### config.mk
export PLATFORM = sky130hd
export DESIGN_NAME = instr_window
export DESIGN_NICKNAME = d
export VERILOG_FILES = /design/src/rtl/instr_window.sv
export SDC_FILE = /design/constraint.sdc
export NUM_CORES = 1
export LEC_CHECK = 0
export BUFFER_PORTS_ARGS = -buffer_cell sky130_fd_sc_hd__buf_2
export CORE_MARGIN = 2
export CORE_UTILIZATION = 45
export CTS_CLUSTER_SIZE = 30
export DETAILED_ROUTE_END_ITERATION = 6
export SLEW_MARGIN = 20
export SYNTH_ARGS = -nofsm -noshare
export SYNTH_HDL_FRONTEND = slang
export SYNTH_SLANG_ARGS = --single-unit
### constraint.sdc
create_clock -name clk_i -period 3.7 [get_ports clk_i]
set_clock_uncertainty 0.1 [all_clocks]
set_input_delay 0.925 -clock clk_i [delete_from_list [all_inputs] [get_ports clk_i]]
set_output_delay 0.925 -clock clk_i [all_outputs]
set_load 0.02 [all_outputs]
### src/rtl/instr_window.sv
// instr_window: fetch-to-issue instruction FIFO with show-ahead head and flush
module instr_window #(
  parameter int DEPTH = 8,
  parameter int PKT_W = 32,
  localparam int CNT_W = $clog2(DEPTH + 1),
  localparam int PTR_W = $clog2(DEPTH)
) (
  input  logic             clk_i,
  input  logic             rst_ni,
  input  logic             fetch_iw_valid_i,
  output logic             iw_fetch_ready_o,
  input  logic [PKT_W-1:0] fetch_iw_instr_packet_i,
  input  logic             flush_i,
  output logic             iw_issue_valid_o,
  input  logic             issue_iw_ready_i,
  output logic [PKT_W-1:0] iw_issue_instr_packet_o,
  output logic [CNT_W-1:0] iw_count_o
);
  logic [PKT_W-1:0] mem_q [DEPTH];
  logic [PTR_W-1:0] wr_ptr_q, wr_ptr_d, rd_ptr_q, rd_ptr_d;
  logic [CNT_W-1:0] count_q, count_d;
  logic             push, pop;
  // ready is held low during reset; a full window never accepts, even alongside a pop
  assign iw_fetch_ready_o        = rst_ni && (count_q < CNT_W'(DEPTH)) && !flush_i;
  assign iw_issue_valid_o        = (count_q != '0) && !flush_i;
  assign iw_issue_instr_packet_o = mem_q[rd_ptr_q];
  assign iw_count_o              = count_q;
  assign push = fetch_iw_valid_i && iw_fetch_ready_o;
  assign pop  = iw_issue_valid_o && issue_iw_ready_i;
  always_comb begin
    wr_ptr_d = flush_i ? '0 : wr_ptr_q + PTR_W'(push);
    rd_ptr_d = flush_i ? '0 : rd_ptr_q + PTR_W'(pop);
    count_d  = flush_i ? '0 : count_q + CNT_W'(push) - CNT_W'(pop);
  end
  always_ff @(posedge clk_i or negedge rst_ni) begin
    if (!rst_ni) begin
      wr_ptr_q <= '0;
      rd_ptr_q <= '0;
      count_q  <= '0;
    end else begin
      wr_ptr_q <= wr_ptr_d;
      rd_ptr_q <= rd_ptr_d;
      count_q  <= count_d;
    end
  end
  always_ff @(posedge clk_i) begin
    if (push) mem_q[wr_ptr_q] <= fetch_iw_instr_packet_i;
  end
endmodule

==> results of run 1 <==
## per-stage QoR
step           setup WS (ns)  instances  hold slack (ns)
5_1_grt                0.199        850            0.159
3_3_place_gp           0.483        792            0.527
4_1_cts               0.0204        844            0.143
6_report               0.283        853            0.161
3_5_place_dp           0.442        792            0.542
2_1_floorplan          0.445        433            0.480
## sequential cells by signal, indices dropped and copies added, names as in the netlist
signal	count
mem_q	256
iw_count_o	4
wr_ptr_q	3
rd_ptr_q	3
## worst max path at each step
stage	start	endpoint	slack [ns]	cells after the start
6_report	rd_ptr_q[1]	iw_issue_instr_packet_o[0]	0.28	4
5_1_grt	rd_ptr_q[0]	iw_issue_instr_packet_o[1]	0.20	4
4_1_cts	rd_ptr_q[0]	iw_issue_instr_packet_o[10]	0.02	4
3_5_place_dp	rd_ptr_q[0]	iw_issue_instr_packet_o[10]	0.44	4
3_3_place_gp	rd_ptr_q[0]	iw_issue_instr_packet_o[10]	0.48	4
2_1_floorplan	flush_i	mem_q[4][0]	0.45	3
## cell usage in the layout (no fill, tap or decap)
| master | instances |
|---|---|
| bufinv_16 | 4 |
| nor3_4 | 2 |
| edfxtp_1 | 256 |
| nand3_1 | 1 |
| nand2_1 | 2 |
| a21oi_1 | 3 |
| buf_2 | 74 |
| dfrtp_1 | 7 |
| buf_16 | 1 |
| diode_2 | 3 |
| nor2_1 | 5 |
| nor2b_1 | 6 |
| nor3b_1 | 1 |
| and2_1 | 1 |
| clkbuf_16 | 29 |
| mux4_2 | 8 |
| clkinv_2 | 8 |
| dfrtp_2 | 2 |
| ha_1 | 9 |
| clkinv_1 | 9 |
| mux2_2 | 32 |
| nor2_4 | 6 |
| clkbuf_1 | 1 |
| mux4_1 | 56 |
| xnor2_1 | 3 |
| buf_12 | 11 |
| and4bb_2 | 1 |
| fa_1 | 1 |
| dfrtp_4 | 1 |
| nand2b_1 | 4 |
| a31o_2 | 1 |
| inv_1 | 6 |
| buf_4 | 14 |
## worst max-delay path: stages, from the launching register on
cell and delay (ns):
dfrtp_2 0.76, buf_12 0.27, mux4_2 0.32, mux2_2 0.32, buf_2 0.17
## layout make-up
cell class                 instances  area share [%]
multi-input combinational        142            19.5
clock buffer                      30            5.89
tap                              285            2.88
sequential                       266            64.1
timing repair buffer             100            5.84
antenna                            3          0.0606
inverter                           6           0.182
clock inverter                    21            1.57
## power by group through the flow
stage / combinational (mW) / clock (mW) / sequential, mW
after global routing: 0.896 / 2.95 / 3.38
after floorplan: 0.568 / 0 / 3.44
final: 0.831 / 2.75 / 3.38
after detailed placement: 0.760 / 0 / 3.47
after CTS: 0.802 / 2.83 / 3.40
after global placement: 0.741 / 0 / 3.47
## cells by family after synthesis
kind of cell / after synthesis / share of synthesized area, %
adders and majority gates: 10 / 1.27
xor gates and xnor gates: 3 / 0.252
AOI/OAI and AO/OA: 4 / 0.228
DFF: 266 / 76.1
buffers and inverters: 25 / 1.43
muxes: 96 / 19.3
and+or+nand+nor: 29 / 1.46
## metal layers
layer  track usage, %  wire length [um]  vias to the layer above
li1                 -                 -                     2100
met1             21.0              7990                     2387
met2             29.2             10100                      119
met3             3.13              1140                       23
met4             3.84               233                        0
met5                0                 0                        -
## what timing repair did
item	4_1_cts	5_1_grt
endpoints found under the setup margin	19	6
setup buffers	1	6
hold endpoints to repair	0	0
hold buffers	0	0
pin swaps	0	0
==> metrics.txt, run 1 <==
status complete, no violations; Final Max Tran Viols 0; First DRT Iteration DRCs 271; setup TNS 0 ns; Final Instance Area between 10000 and 15000 um2; type of the worst setup path register to primary output; Avg Vias per Cell 5.43; Int Pwr ~5.4 mW; CTS clock-pin slew for the worst setup and hold paths 0.06 ns; Port Buf Inserts 74; Num CTS Buffers 28; EDFF count, synth 256; Setup-failing EPs final 0; share of the synthesized area in the top cell type between 70% and 80%; fmax 293 MHz; antenna violations before repair 3; post-CTS sizing 0; asr flop ratio synth between 3 and 4%; Area Overhead vs Synth 18.8%; worst slew pin tran ~0.62 ns; Post-DP HPWL between 10000 and 15000 um; FF-to-FF Start iw_count_o[3]; max_slew headroom 58.5%; Synth Flop Type edfxtp_1; endpoint class of the critical path primary output; sw frac roughly 22%; Hold Path Class primary input to async pin; Yosys warnings 0; WL per Instance 22.8 um; required time of the critical path between 2 and 3 ns; height of the die 156 um; # fillers 1744; first-pass GRT wire length 29400 um; PnR Total Power just under 7 mW; P_sw roughly 1.5 mW; TritonCTS clock tree yes; FF/Latch Area approximately 7900 um2; Final Hold Viols 0; total wire length ~19000 um; NumNets Final 591; syn nets 480; largest net degree at the start of global routing 28; Comb pwr share 11.9%; Total Routing Usage GR 16.4%; r2r setup slk ~1.5 ns; #FFs+latches synth around 270; placed cell area approximately 11000 um2; IO Count 75; Post-synth top cells 256 x edfxtp_1, 56 x mux4_1, 32 x mux2_2; clock share of power 39.5%; total die area 24400 um2; Multi-input gate area 2410 um2; layout cell share with drive strength beyond 1 34.3%; LEAKAGE 4.16 nW; global route overflow 0; chip width 156 um; critical path arrival around 2.4 ns; DRC 0; H-tree depth 1; mean post-synth cell area 24.1 um2; post-synthesis sequential area ratio between 70% and 80%; post-synth top area cell edfxtp_1; via count 4629; most common cell in the netlist edfxtp_1; PD cells approximately 560 nW/um2; Seq pwr share between 40% and 50%; Initial Util between 40% and 50%; reg2reg end mem_q[0][0]; Core Rows between 50 and 60; Final Core Density 54.6%; post-route minimum period 3.42 ns; Root Buffer clkbuf_16; Max clock buf depth 3; TritonCTS Sinks roughly 270; MaxCap Viol Count 0; drt first pass iters 4; global placement routability congestion 0.711; reg2reg path depth 4; leading post-synthesis cells by cell area edfxtp_1 74%, mux4_1 14%, mux2_2 3.5%; Syn Std Cell Area 10400 um2; Syn Inst Count 433; Cell variety after synth 24; RSZ-0062 raised after global routing no; crit share post-route 92.3%; Placeable Area 22700 um2; VDD IR-drop max 0.375 mV; vias in the first global route 4942; CP Max Fanout 25; Antenna Nets Post-Route 0; crit start category register; clk_lat worst skew roughly 0.52 ns
(Power assumes the default switching activity.)
==> run 2, diff against run 1 <==
--- a/config.mk
+++ b/config.mk
@@ -6,10 +6,11 @@
 export NUM_CORES = 1
 export LEC_CHECK = 0
 export BUFFER_PORTS_ARGS = -buffer_cell sky130_fd_sc_hd__buf_2
-export CORE_MARGIN = 2
+export CORE_MARGIN = 4
 export CORE_UTILIZATION = 45
 export CTS_CLUSTER_SIZE = 30
 export DETAILED_ROUTE_END_ITERATION = 6
+export PLACE_DENSITY_LB_ADDON = 0.2
 export SLEW_MARGIN = 20
 export SYNTH_ARGS = -nofsm -noshare
 export SYNTH_HDL_FRONTEND = slang
==> run 2 against run 1 <==
Net effect: via count increased by 0.69%; maximum frequency fell by 1.5%; cell area is 2.3% lower; worst hold slack improved by 0.011 ns; critical endpoint is now iw_issue_instr_packet_o[20]; highest routed layer unchanged.
==> metrics.txt, run 2 (synthesis results as in run 1) <==
status complete, no violations; TritonCTS Sinks 266 (unchanged); TritonCTS clock tree yes; Num CTS Buffers 27 (-3.6%); VDD IR-drop max 0.387 mV (+3.4%); height of the die 160 um (+2.6%); CP Max Fanout 21 (-16%); FF-to-FF Start iw_count_o[3]; Final Core Density 53.3% (-1.2 points); r2r setup slk 1.49 ns (+0.03 ns); crit start category register; vias in the first global route 5017 (+1.5%); critical path arrival 2.44 ns (+0.05 ns); crit share post-route 93.8% (+1.4 points); dpl ws 0.609 ns (+0.168 ns); clk_lat worst skew 0.51 ns (about the same); Root Buffer clkbuf_16; MaxCap Viol Count 0 (unchanged); Avg Vias per Cell 5.56 (+2.5%); post-route minimum period 3.47 ns (+0.0523 ns); commonest non-fill, non-tap cell in the layout edfxtp_1; type of the worst setup path register to primary output; WL per Instance 23.5 um (+3.2%); n_diodes 0 (-3); First DRT Iteration DRCs 284 (+4.8%); chip width 160 um (+2.6%); first-pass GRT wire length 30100 um (+2.4%); antenna violations before repair 0 (-3); Core Rows 55 (unchanged); PD cells 538 nW/um2 (-4.2%); CP Cell Sequence buf_12 -> mux4_1 -> mux2_2 -> buf_2; Final Max Tran Viols 0 (unchanged); IO Count 75 (unchanged); required time of the critical path 2.67 ns (about the same); P_sw 1.46 mW (-3.4%); gr busiest metal met2; Post-DP HPWL 11100 um (-0.25%); met3 Use GR 2.37% (-0.76 points); Comb pwr share 12.0% (about the same); number of hold buffers added after cts 0 (unchanged); crit path buf inv count 2 (unchanged); Top reg by flops mem_q; Int Pwr 5.05 mW (-7.2%); Initial Util 45.9% (unchanged); reg2reg end iw_count_o[1]; Antenna Nets Post-Route 0 (unchanged); Max clock buf depth 3 (unchanged); Max stage delay on crit path 0.61 ns (-0.15 ns); CTS clock-pin slew for the worst setup and hold paths 0.06 ns (about the same); via count 4661 (+0.69%); layout cell share with drive strength beyond 1 32.7% (-1.6 points); Critical-path top delay cell dfrtp_4; drt first pass iters 4 (unchanged); GR met1 Demand/Resource 20.8% (-0.22 points); max_slew headroom 58.4% (about the same); # fillers 1747 (+0.17%); CP delay by family, top multiplexers; max reg flops 256 (unchanged); reg2reg path depth 9 (+5); total die area 25700 um2 (+5.2%); Placeable Area 22700 um2 (unchanged); global route overflow 0 (unchanged); clock share of power 35.9% (-3.6 points); Port Buf Inserts 74 (unchanged); global placement routability congestion 0.664 (-6.6%); NumNets Final 586 (-0.85%); LEAKAGE 4.03 nW (-3.2%); Setup-failing EPs final 0 (unchanged); RSZ-0062 raised after global routing no; Total Routing Usage GR 15.4% (-1.0 points); DRC 0 (unchanged); endpoint class of the critical path primary output; commonest cells after routing, fill and taps aside 256 x edfxtp_1, 74 x buf_2, 56 x mux4_1; Area Overhead vs Synth 16.1%; GR Util met2 26.2% (-3.0 points); sw frac 22.5% (+0.71 points); H-tree depth 1 (unchanged); Hold Path Class primary input to async pin; Worst Slack Setup Final 0.231 ns (-0.0523 ns); fmax 288 MHz (-1.5%); total wire length 19700 um (+1.4%); largest net degree at the start of global routing 27 (-3.6%); worst slew pin tran 0.624 ns (+0.000510 ns); Final Hold Viols 0 (unchanged); Seq pwr share 52.0% (+3.5 points); setup TNS 0 ns (unchanged)
-- run 2: cell types whose count changed in the layout (fill, tap and decap cells not counted) --
cell	previous run	this run
buf_12	11	7
clkinvlp_4	0	1
clkbuf_16	29	27
buf_16	1	0
diode_2	3	0
bufinv_16	4	0
clkinv_2	8	4
buf_8	0	1
clkinv_1	9	6
clkbuf_1	1	5
-- run 2: how the worst max path moves through the flow --
stage	start	to	slack (ns)	depth (start not counted)
finish	rd_ptr_q[0]	iw_issue_instr_packet_o[20]	0.23	4
global route	rd_ptr_q[0]	iw_issue_instr_packet_o[25]	0.15	4
CTS	rd_ptr_q[0]	iw_issue_instr_packet_o[6]	0.05	4
detailed placement	rd_ptr_q[0]	iw_issue_instr_packet_o[6]	0.61	4
global placement	rd_ptr_q[0]	iw_issue_instr_packet_o[20]	0.62	4
floorplan	flush_i	mem_q[4][0]	0.45	3
-- run 2: layer usage --
metal,routed length (um),part of all wire [%]
met1,8450,43
met2,10100,51
met3,781,4.0
met4,391,2.0
met5,0,0
-- run 2: final cells by class --
type                    count  area, um2  area share (%)
repair buffers             96        631            5.21
clock buffers              32        694            5.73
clock inverters            11       50.0           0.413
multi-input cells         142       2410            19.9
well taps                 285        357            2.94
inverters                   6       22.5           0.186
flip-flops and latches    266       7940            65.6
-- run 2: power by group through the flow --
stage          Clock, mW  Combinational [mW]  Sequential (mW)
3_5_place_dp           0               0.770             3.47
6_report            2.34               0.785             3.39
2_1_floorplan          0               0.568             3.44
3_3_place_gp           0               0.762             3.46
4_1_cts             2.40               0.775             3.40
5_1_grt             2.54               0.854             3.40
-- run 2: worst reg2reg max path, delay by kind of cell (launching register included) --
kind / cells / cell delay, ns
adder cells (fa/ha/maj): 4 / 1.00
AND/OR/NAND/NOR: 2 / 0.33
AO/OA/AOI/OAI: 1 / 0.15
flip-flops: 1 / 0.38
buffers and inverters: 2 / 0.12
-- run 2: metrics by stage --
stage	power [mW]	instances	hold WS, ns	area (um2)
after global routing	6.79	838	0.171	12100
final	6.52	838	0.172	12100
after floorplan	4.01	433	0.480	10400
after detailed placement	4.24	794	0.545	11400
after CTS	6.58	837	0.155	12100
after global placement	4.23	794	0.518	11400
-- run 2: repair_timing --
item	CTS	global route
setup buffers	0	1
gates resized for setup	0	0
setup endpoints to repair	0	2
hold endpoints to repair	0	0
==> run 3, diff against run 2 <==
--- a/config.mk
+++ b/config.mk
@@ -10,6 +10,7 @@
 export CORE_UTILIZATION = 45
 export CTS_CLUSTER_SIZE = 30
 export DETAILED_ROUTE_END_ITERATION = 6
+export GPL_TIMING_DRIVEN = 0
 export PLACE_DENSITY_LB_ADDON = 0.2
 export SLEW_MARGIN = 20
 export SYNTH_ARGS = -nofsm -noshare
==> constraint.sdc (replaced) <==
create_clock -name clk_i -period 4.4 [get_ports clk_i]
set_clock_uncertainty 0.1 [all_clocks]
set_input_delay 1.1 -clock clk_i [delete_from_list [all_inputs] [get_ports clk_i]]
set_output_delay 1.1 -clock clk_i [all_outputs]
set_load 0.02 [all_outputs]
==> run 3 against run 2 <==
Net effect: combinational power decreased by 11%; utilization is 0.63 points higher; register-to-register slack gained 0.54 ns; cell area grew 1.2%; wire length shrank 0.53%; sequential share of layout area shrank 0.81 points; critical endpoint is now iw_issue_instr_packet_o[11]; largest cell class unchanged.
==> metrics.txt, run 3 (synthesis results as in run 1) <==
vias in the first global route 5020 (+0.060%); CP Max Fanout 10 (-52%); total wire length 19600 um (-0.53%); largest net degree at the start of global routing 19 (-30%); crit start category register; Placeable Area 22700 um2 (unchanged); Setup-failing EPs final 0 (unchanged); total die area 25700 um2 (unchanged); layout cell share with drive strength beyond 1 32.1% (-0.63 points); required time of the critical path 3.20 ns (+0.53 ns); Hold Path Class primary input to async pin; fmax about 260 MHz; commonest non-fill, non-tap cell in the layout edfxtp_1; max_slew headroom 43.6% (-15 points); commonest cells after routing, fill and taps aside 256 x edfxtp_1, 76 x buf_2, 56 x mux4_1; Post-DP HPWL 12500 um (+12%); Final Non-Filler Cells 856 (+2.1%); reg2reg path depth 5 (-4); Detail Route met2 WL 10400 um (+3.2%); # fillers 1749 (+0.11%); Antenna Nets Post-Route 0 (unchanged); DRT met1 WL 8000 um (-5.3%); Avg Vias per Cell 5.44 (-2.1%); DR WL met3 892 um (+14%); Final Max Tran Viols 0 (unchanged); MaxCap Viol Count 0 (unchanged); post-route minimum period 3.78 ns; Root Buffer clkbuf_16; Core Rows 55 (unchanged); Final Hold Viols 0 (unchanged); height of the die 160 um (unchanged); Num CTS Buffers 26 (-3.7%); H-tree depth 1 (unchanged); PD cells 460 nW/um2 (-15%); r2r setup slk 2.03 ns (+0.54 ns); antenna violations before repair 1 (+1); DP Cell Count 808 (+1.8%); Max stage delay on crit path 0.62 ns (about the same); status complete, no violations; Initial Util 45.9% (unchanged); highest routed layer met5; PnR Total Power 5.63 mW (-14%); endpoint class of the critical path primary output; CP Cell Sequence buf_2 -> buf_1 -> mux4_1 -> mux2_2 -> buf_2; Max clock buf depth 3 (unchanged); number of hold buffers added after cts 0 (unchanged); TritonCTS clock tree yes; VDD IR-drop max 0.301 mV (-22%); first-pass GRT wire length 30300 um (+0.62%); chip width 160 um (unchanged); LEAKAGE 4.11 nW (+2.1%); TritonCTS Sinks 266 (unchanged); WL per Instance 22.9 um (-2.6%); Total Routing Usage GR 15.5% (+0.18 points); via count 4659 (-0.043%); Top reg by flops mem_q; Post-CTS Setup Inserts 0 (unchanged); IO Count 75 (unchanged); Area Overhead vs Synth 17.5%; NumNets Final 598 (+2.0%); worst slew pin tran 0.846 ns (+0.222 ns); RSZ-0062 raised after global routing no; post-CTS sizing 0 (unchanged); DRC 0 (unchanged); crit share post-route 85.8%; type of the worst setup path register to primary output; Critical-path top delay cell buf_1; Port Buf Inserts 74 (unchanged); CTS clock-pin slew for the worst setup and hold paths 0.06 ns (about the same); global route overflow 0 (unchanged); max reg flops 256 (unchanged); clk_lat worst skew 0.51 ns (about the same); critical path arrival 2.58 ns (+0.14 ns); First DRT Iteration DRCs 297 (+4.6%); drt first pass iters 4 (unchanged); most frequent CP cell buf_2; global placement routability congestion 0.701 (+5.7%)
==> run 3: metal layers <==
layer	track usage [%]	vias up
li1	-	2105
met1	19.6	2432
met2	28.0	98
met3	2.63	22
met4	4.07	2
met5	0	-
==> run 3: where the power goes <==
part	internal [mW]	leakage (nW)	switching (mW)
sequential	2.81	2.44	0.0173
combinational	0.339	1.27	0.362
clock	1.23	0.395	0.870
total	4.38	4.11	1.25
==> run 3: cell type report <==
cell class | instances | area [um2] | share of cell area [%]
repair buffers | 90 | 596 | 4.86
plain buffers | 19 | 126 | 1.03
well taps | 285 | 357 | 2.91
inverters | 6 | 22.5 | 0.184
multi-input cells | 142 | 2400 | 19.6
diodes | 1 | 2.50 | 0.0204
clock buffers | 33 | 698 | 5.70
clock inverters | 14 | 114 | 0.929
flip-flops and latches | 266 | 7940 | 64.8
==> run 3: metrics by stage <==
stage	utilization [%]	setup WS (ns)	instance area [um2]	setup TNS [ns]	hold slack [ns]
6_report	54.0	0.625	12300	0	0.345
5_1_grt	54.0	0.469	12300	0	0.361
4_1_cts	54.0	0.574	12300	0	0.338
3_5_place_dp	50.4	1.04	11400	0	0.504
3_3_place_gp	49.1	-2.69	11200	-312.74	0.492
2_1_floorplan	-	0.113	10400	0	0.473
==> run 3: path summary, 6_finish.rpt <==
| check | startpoint | end |
|---|---|---|
| hold reg to reg | rd_ptr_q[1] | rd_ptr_q[1] |
| setup reg to reg | iw_count_o[3] | mem_q[0][6] |
| setup / recovery | rd_ptr_q[1] | iw_issue_instr_packet_o[11] |
| max in group asynchronous | rst_ni | iw_count_o[0] |
| hold / removal | rst_ni | iw_count_o[3] |
| min in group clk_i | rd_ptr_q[1] | rd_ptr_q[1] |
==> run 3: worst max-delay path, delay by kind of cell, from the launching register on <==
family | cells | cell delay [ns]
muxes | 2 | 0.69
DFF | 1 | 0.34
buffers and inverters | 3 | 1.03
